===== src/rtl/salamander_pkg.sv =====
// Shared definitions for the ALU sequencer: opcodes, FSM states, decode bundle.
package salamander_pkg;

    localparam logic [3:0] OP_ADD = 4'h0;
    localparam logic [3:0] OP_SUB = 4'h1;
    localparam logic [3:0] OP_AND = 4'h2;
    localparam logic [3:0] OP_OR  = 4'h3;
    localparam logic [3:0] OP_XOR = 4'h4;
    localparam logic [3:0] OP_NOT = 4'h5;
    localparam logic [3:0] OP_LD  = 4'h6;
    localparam logic [3:0] OP_ST  = 4'h7;
    localparam logic [3:0] OP_INC = 4'h8;
    localparam logic [3:0] OP_DEC = 4'h9;
    localparam logic [3:0] OP_SHL = 4'hA;
    localparam logic [3:0] OP_SHR = 4'hB;
    localparam logic [3:0] OP_HLT = 4'hC;
    localparam logic [3:0] OP_JZ  = 4'hD;
    localparam logic [3:0] OP_JNZ = 4'hE;
    localparam logic [3:0] OP_NOP = 4'hF;

    typedef enum logic [2:0] {
        S_IDLE,
        S_FETCH,
        S_DECODE,
        S_MEM,
        S_EXEC,
        S_HALT
    } seq_state_t;

    typedef struct packed {
        logic needs_mem;
        logic writes_acc;
        logic updates_c;
        logic is_jump;
        logic is_halt;
    } dec_t;

    // Ops whose right operand comes from data memory (extra MEM cycle).
    function automatic logic needs_mem_operand(input logic [3:0] op);
        case (op)
            OP_ADD, OP_SUB, OP_AND, OP_OR, OP_XOR, OP_LD: return 1'b1;
            default:                                      return 1'b0;
        endcase
    endfunction

endpackage


===== src/rtl/alu_seq_decode.sv =====
// Combinational opcode decoder for the ALU sequencer.
module alu_seq_decode
    import salamander_pkg::*;
(
    input  logic [3:0] i_op,
    output dec_t       o_dec
);

    // Classify the opcode into the control bundle used by the FSM.
    always_comb begin
        o_dec           = '0;
        o_dec.needs_mem = needs_mem_operand(i_op);
        case (i_op)
            OP_ADD, OP_SUB: begin
                o_dec.writes_acc = 1'b1;
                o_dec.updates_c  = 1'b1;
            end
            OP_AND, OP_OR, OP_XOR, OP_NOT, OP_LD,
            OP_INC, OP_DEC, OP_SHL, OP_SHR:
                o_dec.writes_acc = 1'b1;
            OP_JZ, OP_JNZ:
                o_dec.is_jump = 1'b1;
            OP_HLT:
                o_dec.is_halt = 1'b1;
            default: ;
        endcase
    end

endmodule


===== src/rtl/alu_sequencer.sv =====
// Multi-cycle sequencer driving an external 8-bit ALU from sync instruction/data memories.
// Optional macro SALAMANDER_CARRY_CHAIN_EN: feeds the C flag into alu_carry_in on ADD/SUB
// so multi-precision sums can be chained; otherwise the carry input is tied low.
module alu_sequencer
    import salamander_pkg::*;
#(
    parameter int SIZE    = 8,
    parameter int ADDR_W  = 8,
    parameter int INSTR_W = 16
) (
    input  logic               CLK,
    input  logic               RST_N,
    input  logic               start,
    output logic               busy,
    output logic               halted,
    output logic [ADDR_W-1:0]  imem_addr,
    input  logic [INSTR_W-1:0] imem_rdata,
    output logic [ADDR_W-1:0]  dmem_addr,
    output logic               dmem_rd,
    output logic               dmem_wr,
    output logic [SIZE-1:0]    dmem_wdata,
    input  logic [SIZE-1:0]    dmem_rdata,
    output logic               alu_ce,
    output logic [3:0]         alu_op,
    output logic [SIZE-1:0]    alu_left,
    output logic [SIZE-1:0]    alu_right,
    output logic               alu_carry_in,
    input  logic [SIZE-1:0]    alu_result,
    input  logic               alu_carry_out,
    output logic [SIZE-1:0]    acc,
    output logic [ADDR_W-1:0]  pc
);

    seq_state_t         r_state, w_state_nxt;
    logic [ADDR_W-1:0]  r_pc;
    logic [SIZE-1:0]    r_acc;
    logic [INSTR_W-1:0] r_ir;
    logic [SIZE-1:0]    r_opnd;
    logic               r_z, r_c;

    logic               w_in_decode, w_exec, w_jump_taken;
    logic [3:0]         w_op;
    logic [ADDR_W-1:0]  w_imm, w_pc_inc;
    dec_t               w_dec;
    // Reserved instruction bits and (in the default build) C are intentionally not consumed.
    logic               w_unused;

    assign w_in_decode = (r_state == S_DECODE);
    assign w_exec      = (r_state == S_EXEC);
    // In DECODE the instruction is still on the memory bus; afterwards it lives in IR.
    assign w_op        = w_in_decode ? imem_rdata[INSTR_W-1 -: 4] : r_ir[INSTR_W-1 -: 4];
    assign w_imm       = w_in_decode ? imem_rdata[ADDR_W-1:0]     : r_ir[ADDR_W-1:0];
    assign w_pc_inc    = r_pc + {{(ADDR_W-1){1'b0}}, 1'b1};
    assign w_jump_taken = (w_op == OP_JZ) ? r_z : ~r_z;
    assign w_unused    = ^{imem_rdata[INSTR_W-5:ADDR_W], r_ir[INSTR_W-5:ADDR_W], r_c};

    alu_seq_decode u_dec (
        .i_op  (w_op),
        .o_dec (w_dec)
    );

    // State register; reset aborts any instruction in flight.
    always_ff @(posedge CLK or negedge RST_N) begin
        if (!RST_N) r_state <= S_IDLE;
        else        r_state <= w_state_nxt;
    end

    // Next-state logic.
    always_comb begin
        w_state_nxt = r_state;
        case (r_state)
            S_IDLE, S_HALT: if (start) w_state_nxt = S_FETCH;
            S_FETCH:        w_state_nxt = S_DECODE;
            S_DECODE: begin
                if (w_dec.needs_mem)                       w_state_nxt = S_MEM;
                else if (w_dec.is_halt)                    w_state_nxt = S_HALT;
                else if (w_dec.is_jump || w_op == OP_NOP)  w_state_nxt = S_FETCH;
                else                                       w_state_nxt = S_EXEC;
            end
            S_MEM:          w_state_nxt = S_EXEC;
            S_EXEC:         w_state_nxt = S_FETCH;
            default:        w_state_nxt = S_IDLE;
        endcase
    end

    // Architectural registers: PC, ACC, IR, operand and flags.
    always_ff @(posedge CLK or negedge RST_N) begin
        if (!RST_N) begin
            r_pc   <= '0;
            r_acc  <= '0;
            r_ir   <= '0;
            r_opnd <= '0;
            r_z    <= 1'b0;
            r_c    <= 1'b0;
        end else begin
            case (r_state)
                S_IDLE, S_HALT: if (start) begin
                    r_pc  <= '0;
                    r_acc <= '0;
                    r_z   <= 1'b0;
                    r_c   <= 1'b0;
                end
                S_DECODE: begin
                    r_ir <= imem_rdata;
                    if (w_dec.is_jump)       r_pc <= w_jump_taken ? w_imm : w_pc_inc;
                    else if (w_op == OP_NOP) r_pc <= w_pc_inc;
                end
                S_MEM: r_opnd <= dmem_rdata;
                S_EXEC: begin
                    if (w_dec.writes_acc) begin
                        r_acc <= alu_result;
                        r_z   <= (alu_result == '0);
                    end
                    if (w_dec.updates_c) r_c <= alu_carry_out;
                    r_pc <= w_pc_inc;
                end
                default: ;
            endcase
        end
    end

    // Memory and ALU control decoded from the current state.
    always_comb begin
        busy      = (r_state != S_IDLE) && (r_state != S_HALT);
        halted    = (r_state == S_HALT);
        imem_addr = r_pc;
        dmem_rd   = 1'b0;
        dmem_wr   = 1'b0;
        dmem_addr = '0;
        alu_ce    = 1'b0;
        alu_op    = OP_NOP;
        if (w_in_decode && w_dec.needs_mem) begin
            dmem_rd   = 1'b1;
            dmem_addr = w_imm;
        end
        if (w_exec) begin
            alu_ce = 1'b1;
            alu_op = w_op;
            if (w_op == OP_ST) begin
                dmem_wr   = 1'b1;
                dmem_addr = w_imm;
            end
        end
    end

    assign dmem_wdata = r_acc;
    assign alu_left   = r_acc;
    assign alu_right  = r_opnd;
    assign acc        = r_acc;
    assign pc         = r_pc;

`ifdef SALAMANDER_CARRY_CHAIN_EN
    assign alu_carry_in = w_exec && w_dec.updates_c && r_c;
`else
    assign alu_carry_in = 1'b0;
`endif

endmodule


===== config.mk =====
export PLATFORM = sky130hd
export DESIGN_NAME = alu_sequencer
export DESIGN_NICKNAME = d
export VERILOG_FILES = /design/src/rtl/salamander_pkg.sv /design/src/rtl/alu_seq_decode.sv /design/src/rtl/alu_sequencer.sv
export SDC_FILE = /design/constraint.sdc
export NUM_CORES = 1
export LEC_CHECK = 0
export BUFFER_PORTS_ARGS = -buffer_cell sky130_fd_sc_hd__buf_2
export CAP_MARGIN = 20
export CORE_UTILIZATION = 51
export DETAILED_ROUTE_END_ITERATION = 6
export PLACE_DENSITY = 0.86
export SLEW_MARGIN = 5
export SYNTH_ARGS = -nofsm -noshare
export SYNTH_HDL_FRONTEND = slang
export SYNTH_SLANG_ARGS = --single-unit

===== constraint.sdc =====
create_clock -name CLK -period 5.7 [get_ports CLK]
set_input_delay 1.71 -clock CLK [delete_from_list [all_inputs] [get_ports CLK]]
set_output_delay 1.71 -clock CLK [all_outputs]
set_load 0.02 [all_outputs]

==> results.sh <==
export IMPL_ys_warn_count=0
export IMPL_cts_buffer_depth=2
export IMPL_first_global_vias=1720
export IMPL_hp_class="flop to flop"
export IMPL_critPathMaxFanout=8
export IMPL_cts_buffers=5
export IMPL_synth_area_leader_cell="dfrtp_1"
export IMPL_rsz0062_at_grt="no"
export IMPL_htreeDepth=2
export IMPL_finalHoldViolations=0
export IMPL_cp_arrival_ns=2.80
export IMPL_via_count=2051
export IMPL_core_mm2=0.00412
export IMPL_slew_headroom_pct=41.1
export IMPL_area_growth_pct=19.3
export IMPL_antenna_found_initial=0
export IMPL_final_nets=358
export IMPL_synth_top_area_share_pct=44.5
export IMPL_synth_area_top_cells="dfrtp_1 (44%), buf_4 (8.7%), nand2_1 (7.3%), nand3_1 (4.4%), mux2_2 (4.0%)"
export IMPL_rows=23
export IMPL_die_area_mm2=0.00468
export IMPL_syn_area_mm2=0.00225
export IMPL_cts_setup_buffers=0
export IMPL_tightest_slew_ns=0.883
export IMPL_setup_viol=0
export IMPL_synth_ff_type="dfrtp_1"
export IMPL_slew_violations=0
export IMPL_gr_total_overflow=0
export IMPL_setup_tns_ns=0
export IMPL_syn_inst=254
export IMPL_layout_min_cycle_time_ns=4.51
export IMPL_fin_total_pwr_mw=1.55
export IMPL_synth_most_common_cell="nand2_1"
export IMPL_cts_resized=0
export IMPL_die_y_um=68.4
export IMPL_ys_ff_latch=40
export IMPL_fmax_mhz=222
export IMPL_dp_cells=364
export IMPL_clock_sinks=40
export IMPL_p_per_area_mw_per_mm2=578
export IMPL_crit_type="input port to output pin"
export IMPL_diodes=0
export IMPL_synthTopCellsByCount="nand2_1 (44), dfrtp_1 (40), buf_4 (26)"
export IMPL_layoutNonFillerInstCount=372
export IMPL_io_buffers=95
export IMPL_cts_tree="done"
export IMPL_synth_async_reset_ratio_pct=100
export IMPL_postCtsHoldBufs=0
export IMPL_grt_pass1_wl_um=8140
export IMPL_clk_insertion_delay_late_ns=0.29
export IMPL_cp_required_ns=3.99
export IMPL_outcome="finished clean"
export IMPL_max_cap_violations=0
export IMPL_clockRootBuffer="clkbuf_8"
export IMPL_cp_start_kind="input port"
export IMPL_grt_usage_pct=24.0
export IMPL_ant_nets=0
export IMPL_drtIter0Drc=129
export IMPL_synth_distinct_cells=44
export IMPL_p_leak_nw=1.41
export IMPL_gp_congestion=0.817
export IMPL_crit_path_end_kind="output pin"
export IMPL_routed_wirelength_um=5110
export IMPL_avgSynthCellArea_um2=8.86
export IMPL_die_w_um=68.4
export IMPL_max_vdd_ir_drop_v=0.000256
export IMPL_dr_pass1_iters=4
export IMPL_initial_core_util_pct=54.7
export IMPL_period_share_pct=79.2
export IMPL_clk_pin_slew_ns=0.08
export IMPL_drc=0
export IMPL_drive_gt1_share_pct=37.0
export IMPL_synth_edf_count=0
export IMPL_ios=102
export IMPL_via_per_inst=5.51
export IMPL_wire_per_inst_um=13.7
export IMPL_dp_final_hpwl_um=3710
export IMPL_yosysSeqAreaShare_pct=44.5
export IMPL_fin_skew_ns=0.00454
export IMPL_synth_net_count=291
export IMPL_grt_max_degree=41
## layer usage
layer,up-vias,GRT usage (%),routed length (um)
li1,987,-,-
met5,-,0,0
met2,95,37.3,2430
met1,962,31.8,2220
met3,7,5.67,377
met4,0,9.90,77
## critical path, stage by stage
cell	delay [ns]
buf_2	0.14
a211oi_1	0.35
nor2_1	0.22
a21oi_1	0.19
buf_2	0.19
## final timing paths
check / start / endpoint / slack (ns) / depth (start not counted)
worst min register to register: r_ir[7]$_DFFE_PN0P_ / r_ir[7]$_DFFE_PN0P_ / 0.47 / 2
min in group asynchronous: RST_N / alu_right[5]$_DFFE_PN0N_ / 1.53 / 1
worst max-delay path: imem_rdata[14] / dmem_addr[6] / 1.19 / 5
worst min-delay path: r_ir[7]$_DFFE_PN0P_ / r_ir[7]$_DFFE_PN0P_ / 0.47 / 2
max in group asynchronous: RST_N / alu_right[0]$_DFFE_PN0N_ / 3.61 / 1
worst max register to register: r_state[1]$_DFFE_PN0P_ / imem_addr[7]$_DFFE_PN0P_ / 3.38 / 4
## cells in the final DEF, fill, tap and decap left out, types with 2 or more instances in the layout
| cell | n |
|---|---|
| and3_1 | 3 |
| buf_2 | 95 |
| mux2_2 | 8 |
| o21ai_0 | 17 |
| nor4_1 | 2 |
| nor2b_1 | 3 |
| or2_2 | 2 |
| and2_1 | 2 |
| nor2_1 | 3 |
| inv_1 | 14 |
| nor3_1 | 3 |
| a32oi_1 | 3 |
| a211oi_1 | 3 |
| dfrtp_1 | 40 |
| or4b_1 | 3 |
| nand2_1 | 44 |
| nor3b_2 | 2 |
| a21oi_1 | 16 |
| nand2b_1 | 4 |
| or3_1 | 4 |
| a22oi_1 | 4 |
| nand3_1 | 20 |
| clkbuf_8 | 7 |
## through the flow
step / setup WS [ns] / hold WS [ns] / area [um^2] / utilization [%]
CTS: 1.19 / 0.476 / 2680 / 65.2
floorplan: 0.945 / 0.439 / 2250 / -
finish: 1.19 / 0.474 / 2680 / 65.2
global route: 1.12 / 0.501 / 2680 / 65.2
global placement: 1.17 / 0.451 / 2560 / 62.1
detailed placement: 1.17 / 0.458 / 2560 / 62.1
## kinds of logic (layout without fill, tap and decap cells)
logic type | Yosys count | count (layout) | share of synthesized area, %
AND/OR/NAND/NOR | 100 | 100 | 22.5
other | 1 | 1 | 0.167
buffers and inverters | 50 | 118 | 13.1
adder cells (fa/ha/maj) | 1 | 1 | 0.556
XOR/XNOR | 1 | 1 | 0.389
multiplexers | 8 | 8 | 4.00
AO/OA/AOI/OAI | 53 | 53 | 14.8
flip-flops | 40 | 40 | 44.5
## sequential cells by signal (all words and copies together), names as in the netlist
signal,flops
acc,8
alu_right,8
imem_addr,8
r_ir,12
r_state,3
r_z,1
## area by class of cell
type                    count  area [um^2]
clock inverters             1         30.0
multi-input cells         164          958
clock buffers               7         96.3
well taps                  50         62.6
flip-flops and latches     40         1000
fillers                   352         1430
inverters                  14         52.6
repair buffers             96          483
## power by group
group / internal (mW) / switching [mW] / leakage, nW / total [mW]
combinational: 0.267 / 0.511 / 0.838 / 0.778
sequential: 0.412 / 0.111 / 0.513 / 0.523
clock: 0.154 / 0.0962 / 0.0645 / 0.251
total: 0.833 / 0.718 / 1.41 / 1.55
(Power assumes the default switching activity.)
